File: src/rtl/deserializer.sv
// Serial-to-parallel receiver: collects MSB-first bits into L-bit words and
// queues completed words in a small FIFO with a valid/ready output.
module deserializer #(
    parameter int L     = 8,
    parameter int DEPTH = 2,
    parameter int CW    = 16
) (
    input  logic                 clk,
    input  logic                 reset_n,
    input  logic                 qbit,
    input  logic                 qbiten,
    input  logic                 align,
    output logic [L-1:0]         q,
    output logic                 qvalid,
    input  logic                 qready,
    output logic [$clog2(L)-1:0] bitcnt,
    output logic                 overrun,
    input  logic                 ovr_clr,
    output logic [CW-1:0]        words
);

    localparam int BW = $clog2(L);
    localparam int AW = $clog2(DEPTH);

    // Only L-1 bits are stored; the final bit of a word goes straight into the push.
    logic [L-2:0]  sr_q, sr_d;
    logic [BW-1:0] bitcnt_q, bitcnt_d;
    logic [L-1:0]  mem_q [DEPTH];
    logic [L-1:0]  mem_d [DEPTH];
    logic [AW-1:0] wptr_q, wptr_d, rptr_q, rptr_d;
    logic [AW:0]   count_q, count_d;
    logic          qvalid_q, qvalid_d;
    logic          overrun_q, overrun_d;
    logic [CW-1:0] words_q, words_d;

    logic [L-1:0]  word;
    logic          push_w, push, pop, drop, full;

    always_comb begin
        word   = {sr_q, qbit};
        full   = (count_q == (AW+1)'(DEPTH));
        pop    = qvalid_q && qready;
        push_w = qbiten && !align && (bitcnt_q == BW'(L-1));
        push   = push_w && (!full || pop);
        drop   = push_w && full && !pop;

        sr_d     = sr_q;
        bitcnt_d = bitcnt_q;
        if (align) begin
            sr_d     = '0;
            bitcnt_d = '0;
            if (qbiten) begin
                sr_d[0]  = qbit;
                bitcnt_d = BW'(1);
            end
        end else if (qbiten) begin
            sr_d     = (L-1)'({sr_q, qbit});
            bitcnt_d = push_w ? '0 : bitcnt_q + BW'(1);
        end

        mem_d  = mem_q;
        wptr_d = wptr_q;
        rptr_d = rptr_q;
        if (push) begin
            mem_d[wptr_q] = word;
            wptr_d        = wptr_q + AW'(1);
        end
        if (pop) rptr_d = rptr_q + AW'(1);

        count_d = count_q;
        if (push && !pop)      count_d = count_q + (AW+1)'(1);
        else if (!push && pop) count_d = count_q - (AW+1)'(1);
        qvalid_d = (count_d != '0);

        // A drop on the same edge as a clear leaves the flag set.
        overrun_d = overrun_q;
        if (drop)         overrun_d = 1'b1;
        else if (ovr_clr) overrun_d = 1'b0;

        words_d = push ? words_q + CW'(1) : words_q;
    end

    always_ff @(posedge clk or negedge reset_n) begin
        if (!reset_n) begin
            sr_q      <= '0;
            bitcnt_q  <= '0;
            for (int i = 0; i < DEPTH; i++) mem_q[i] <= '0;
            wptr_q    <= '0;
            rptr_q    <= '0;
            count_q   <= '0;
            qvalid_q  <= 1'b0;
            overrun_q <= 1'b0;
            words_q   <= '0;
        end else begin
            sr_q      <= sr_d;
            bitcnt_q  <= bitcnt_d;
            mem_q     <= mem_d;
            wptr_q    <= wptr_d;
            rptr_q    <= rptr_d;
            count_q   <= count_d;
            qvalid_q  <= qvalid_d;
            overrun_q <= overrun_d;
            words_q   <= words_d;
        end
    end

    assign q       = mem_q[rptr_q];
    assign qvalid  = qvalid_q;
    assign bitcnt  = bitcnt_q;
    assign overrun = overrun_q;
    assign words   = words_q;

endmodule

File: config.mk
export PLATFORM = sky130hd
export DESIGN_NAME = deserializer
export DESIGN_NICKNAME = d
export VERILOG_FILES = /design/src/rtl/deserializer.sv
export SDC_FILE = /design/constraint.sdc
export NUM_CORES = 1
export LEC_CHECK = 0
export ABC_AREA = 1
export CORE_MARGIN = 2
export CORE_UTILIZATION = 45
export CTS_CLUSTER_SIZE = 40
export DETAILED_ROUTE_END_ITERATION = 8
export MAX_ROUTING_LAYER = met4
export PLACE_DENSITY_LB_ADDON = 0.08
export SYNTH_ARGS = -nofsm -noshare
export SYNTH_HDL_FRONTEND = slang
export SYNTH_SLANG_ARGS = --single-unit
File: constraint.sdc
create_clock -name clk -period 2.31 [get_ports clk]
set_input_delay 0.231 -clock clk [delete_from_list [all_inputs] [get_ports clk]]
set_output_delay 0.231 -clock clk [all_outputs]
set_load 0.05 [all_outputs]
# Yosys cells after proc, flatten, opt, wreduce, memory -nomap -nowiden
# Cells that the tools add are included.
# W data, S select, Z words.
totals:
  reg_bits: 48
  inputBits: 7
op_classes:
  n_addsub: 6
  order_cmp: 3
  eq_ne: 2
  mux: 17
  n_bitwise: 2
  n_reduce_logical: 17
op_table:
  columns: ["cell", "count"]
  rows:
  - ["$mux W8", 4]
  - ["$add A16 B1 Y16 const B", 1]
  - ["$bwmux W16", 1]
  - ["$mux W7", 2]
  - ["$logic_and A1 B1 Y1", 9]
  - ["$mux W3", 3]
  - ["$demux W8 S1", 1]
  - ["$reduce_bool A2 Y1", 3]
  - ["$ge A2 B2 Y1 const B", 2]
  - ["$logic_not A1 Y1", 4]
  - ["$mux W1", 4]
  - ["$mux W2", 2]
  - ["$not A1 Y2", 2]
  - ["$add A3 B1 Y3 const B", 1]
  - ["$eq A3 B3 Y1 const B", 1]
  - ["$add A1 B1 Y1 const B", 2]
  - ["$add A2 B1 Y2 const B", 1]
  - ["$eq A2 B2 Y1 const B", 1]
  - ["$lt A2 B1 Y1 const B", 1]
  - ["$sub A2 B1 Y2 const B", 1]
  - ["$logic_or A1 B1 Y1", 1]

# Depth between registers and ports, before layout
logic_depth:
  depth_word: 9
  depth_mapped: 10
  mapped_depth_nobuf: 9

# Worst setup path after synthesis
# No wires, ideal clock.
synth_path:
  path_type: "register to register"
  from: "register bitcnt_q[0] (netlist: bitcnt[0])"
  to: "register mem_q[14] (netlist name)"
  setup_time_ns: 0.119
  t_arrival_ns: 1.952
  required_time_ns: 2.191
  setup_slack_ns: 0.239
  stages_incl_launch_ff: 11
  period_less_slack_ns: 2.071
  cell_sequence: "dfrtp_1 > ha_1 > ha_1 > inv_1 > nor2_8 > nand2_4 > or2_1 > buf_6 > buf_12 > nand2_2 > o21ai_2"
synth_via:
  elab_chain_cells: 3
synth_lines:
  columns: ["element", "line_no", "source"]
  rows:
  - ["from (decl)", "27", "logic [BW-1:0] bitcnt_q, bitcnt_d;"]
  - ["from (signal assigned)", "96", "bitcnt_q <= bitcnt_d;"]
  - ["$eq A3 B3 Y1", "43", "push_w = qbiten && !align && (bitcnt_q == BW'(L-1));"]
  - ["$logic_and A1 B1 Y1", "43", null]
  - ["$logic_and A1 B1 Y1", "44", "push = push_w && (!full || pop);"]
  - ["to (signal assigned)", "97", "mem_q <= mem_d;"]
  - ["to (decl)", "28", "logic [L-1:0] mem_q [DEPTH];"]
# Every way passes these cells.
# A chain may end at the register's enable or synchronous reset.

# Worst setup path in the final report
layout_path:
  from: "register bitcnt_q[0] (netlist: bitcnt[0])"
  to: "register mem_q[15] (netlist name)"
# The elaborated chain is that of the path after synthesis.

==> impl_metrics.ini <==
[synth]
synthesis.nets = 271
yosysMostFrequentCell = nand2_1
async_flop_share_pct = 100
yosysSeqAreaShare_pct = 52.9
synth_area_leaders = dfrtp_1, nand2_1, inv_1, nor2_1, o21ai_0
yosys.area.top_type = dfrtp_1
synth_top_area_share_pct = 52.9
ys_warn_count = 0
synth.distinct_cells = 24
avgSynthCellArea_um2 = 8.73
synth_cells = 260
synth-edff-count = 0
syn-cell-area_um2 = 2270
synth_seq_cells = 48
synth_ff_type = dfrtp_1
netlist_top_cells_count = nand2_1, dfrtp_1, inv_1

[timing]
clock.fmax_mhz = 489
rsz0062_at_grt = no
setup_violations = 0
skew_ps = 9.36
hold_violations = 0
setup-tns-final_ps = 0
finalCritPeriodShare_pct = 88.5
fin_crit_ps = 2040
relSlewSlack_pct = 55.0
tightest_slew_ps = 675
slew_viol_final = 0

[critical_path]
critPathKind = reg -> reg
rrSetupSlack_ps = 270
crit_top_cell = ha_1
path_delay_family = simple AND/OR/NAND/NOR gates
timing.critical_path.from_type = register
worstPathRequired_ps = 2540
crit_chain = ha_1 > ha_1 > inv_1 > nor2_8 > nand2_4 > or2_1 > nand2_1 > o21ai_2
worstPathArrival_ps = 2270
slowest_stage = or2_1
critPathMaxFanout = 17
worstSetupEndpointType = register
cp_slowest_stage_delay_ps = 560
critPathBufInv = 1

[place]
hpwl_um = 3330
dp_cells = 362
gp_congestion = 0.793
numPortBuffers = 35

[drt]
initialDrtViolationCount = 128
ant_nets = 0
vias_per_cell = 4.81
vias = 1786
drt_pass1_iterations = 4
wl_per_cell_um = 11.8
wl_um = 4360
drcViolationCount = 0

[global_route]
antenna_found_initial = 0
grt_max_degree = 20
grt_pass1_vias = 1619
grt_usage_pct = 18.1
grt_overflow = 0
grt_pass1_wl_um = 7490

[die]
core_um2 = 4790
initial_core_util_pct = 47.4
die_h_um = 75.0
ioPinCount = 36
core.rowCount = 25
die_x_um = 75.0
die_area_um2 = 5630

[final_layout]
final_cells = 371
layout-drive-gt1-share_pct = 8.88
fin_nets = 314
syn_to_final_growth_pct = 23.7
diodes = 0

[status]
status = finished clean

[clocking]
cts.sinks = 48
clockBufferDepth = 2
cts_tree = yes
cts_made_buffers = 5
htreeDepth = 2
clk_latency_ps = 310
cts_root_buf = clkbuf_8
clkTransAtPathRegs_ps = 90

[run]
drv_cap = 0

[worst_hold_path]
hp-class = in -> async

[power_and_ir_drop]
p_leak_nw = 1.36
p_per_area_nw_per_um2 = 756
ir_worst_vdd_uv = 471
-- routing by layer --
metal,routed length (um),track usage [%],share of wire [%],vias up
met1,2140,25.1,49,839
met5,0,-,0,-
met3,124,4.02,2.8,7
met2,2040,26.8,47,23
li1,-,-,-,917
met4,59,5.36,1.4,0
-- worst reg2reg max path, stage by stage (launching register included) --
cell and delay (ps):
dfrtp_1 410, ha_1 210, ha_1 200, inv_1 180, nor2_8 70, nand2_4 110, or2_1 560, nand2_1 150
o21ai_2 90
-- cells in the final DEF, fill, tap and decap left out, drive strengths merged --
| master | instances |
|---|---|
| xor2 | 7 |
| inv | 32 |
| dlygate4sd3 | 1 |
| dfrtp | 48 |
| xnor2 | 3 |
| o22ai | 8 |
| clkdlybuf4s50 | 34 |
| nand2 | 87 |
| nand3b | 1 |
| nor3 | 2 |
| or2 | 1 |
| bufinv | 1 |
| a21oi | 1 |
| nand3 | 11 |
| clkinvlp | 1 |
| clkinv | 1 |
| o21ai | 23 |
| buf | 5 |
| nand4 | 7 |
| ha | 4 |
| clkbuf | 5 |
| nor2 | 21 |
-- metrics by stage --
stage	power (mW)	instance area (um^2)	utilization, %	hold WS [ps]	setup slack [ps]
after global routing	2.25	2810	58.7	426	39.2
after detailed placement	1.53	2680	56.1	192	256
final	2.12	2810	58.7	390	266
after floorplan	1.33	2270	-	-64.6	239
after global placement	1.52	2680	56.1	186	296
after CTS	2.15	2810	58.7	391	249
-- registers in the layout, indices dropped and copies added, names as in the netlist --
name and count:
bitcnt 3, count_q 2, mem_q 16, overrun 1, qvalid 1, rptr_q 1, sr_q 7, words 16
wptr_q 1
-- worst paths after layout --
path | from | to | cells after the start
hold / removal | reset_n | words[6]$_DFFE_PN0N_ | 2
min in group clk | mem_q[2]$_DFFE_PN0P_ | mem_q[2]$_DFFE_PN0P_ | 2
setup reg to reg | bitcnt[0]$_DFFE_PN0P_ | mem_q[15]$_DFFE_PN0P_ | 8
setup / recovery | bitcnt[0]$_DFFE_PN0P_ | mem_q[15]$_DFFE_PN0P_ | 8
max in group asynchronous | reset_n | sr_q[4]$_DFFE_PN0P_ | 3
hold reg to reg | mem_q[2]$_DFFE_PN0P_ | mem_q[2]$_DFFE_PN0P_ | 2
-- cell type report --
type,count,area (um^2)
Inverter,32,120
Sequential cell,48,1200
Clock buffer,5,68.8
Multi-Input combinational cell,176,902
Fill cell,474,1980
Clock inverter,3,46.3
Tap cell,67,83.8
Timing Repair Buffer,40,385
-- repair_timing --
item,4_1_cts,5_1_grt
hold endpoints to repair,17,0
setup buffers,0,0
hold buffers,1,0
resized for setup,0,0
-- where the power goes --
part	internal, mW	switching [mW]	leakage [nW]
registers	0.906	0.0460	0.632
logic	0.182	0.368	0.675
clock network	0.326	0.294	0.0548
-- cell families (layout without fill, tap and decap cells) --
logic type / count (synthesis) / after routing / synth area share, %
flops: 48 / 48 / 52.9
compound gates: 32 / 32 / 8.82
xor+xnor: 10 / 10 / 3.86
simple gates: 130 / 130 / 24.9
fa+ha+maj: 4 / 4 / 2.21
buf+inv: 36 / 80 / 7.33
No activity file was read; power rests on OpenSTA's default activity.
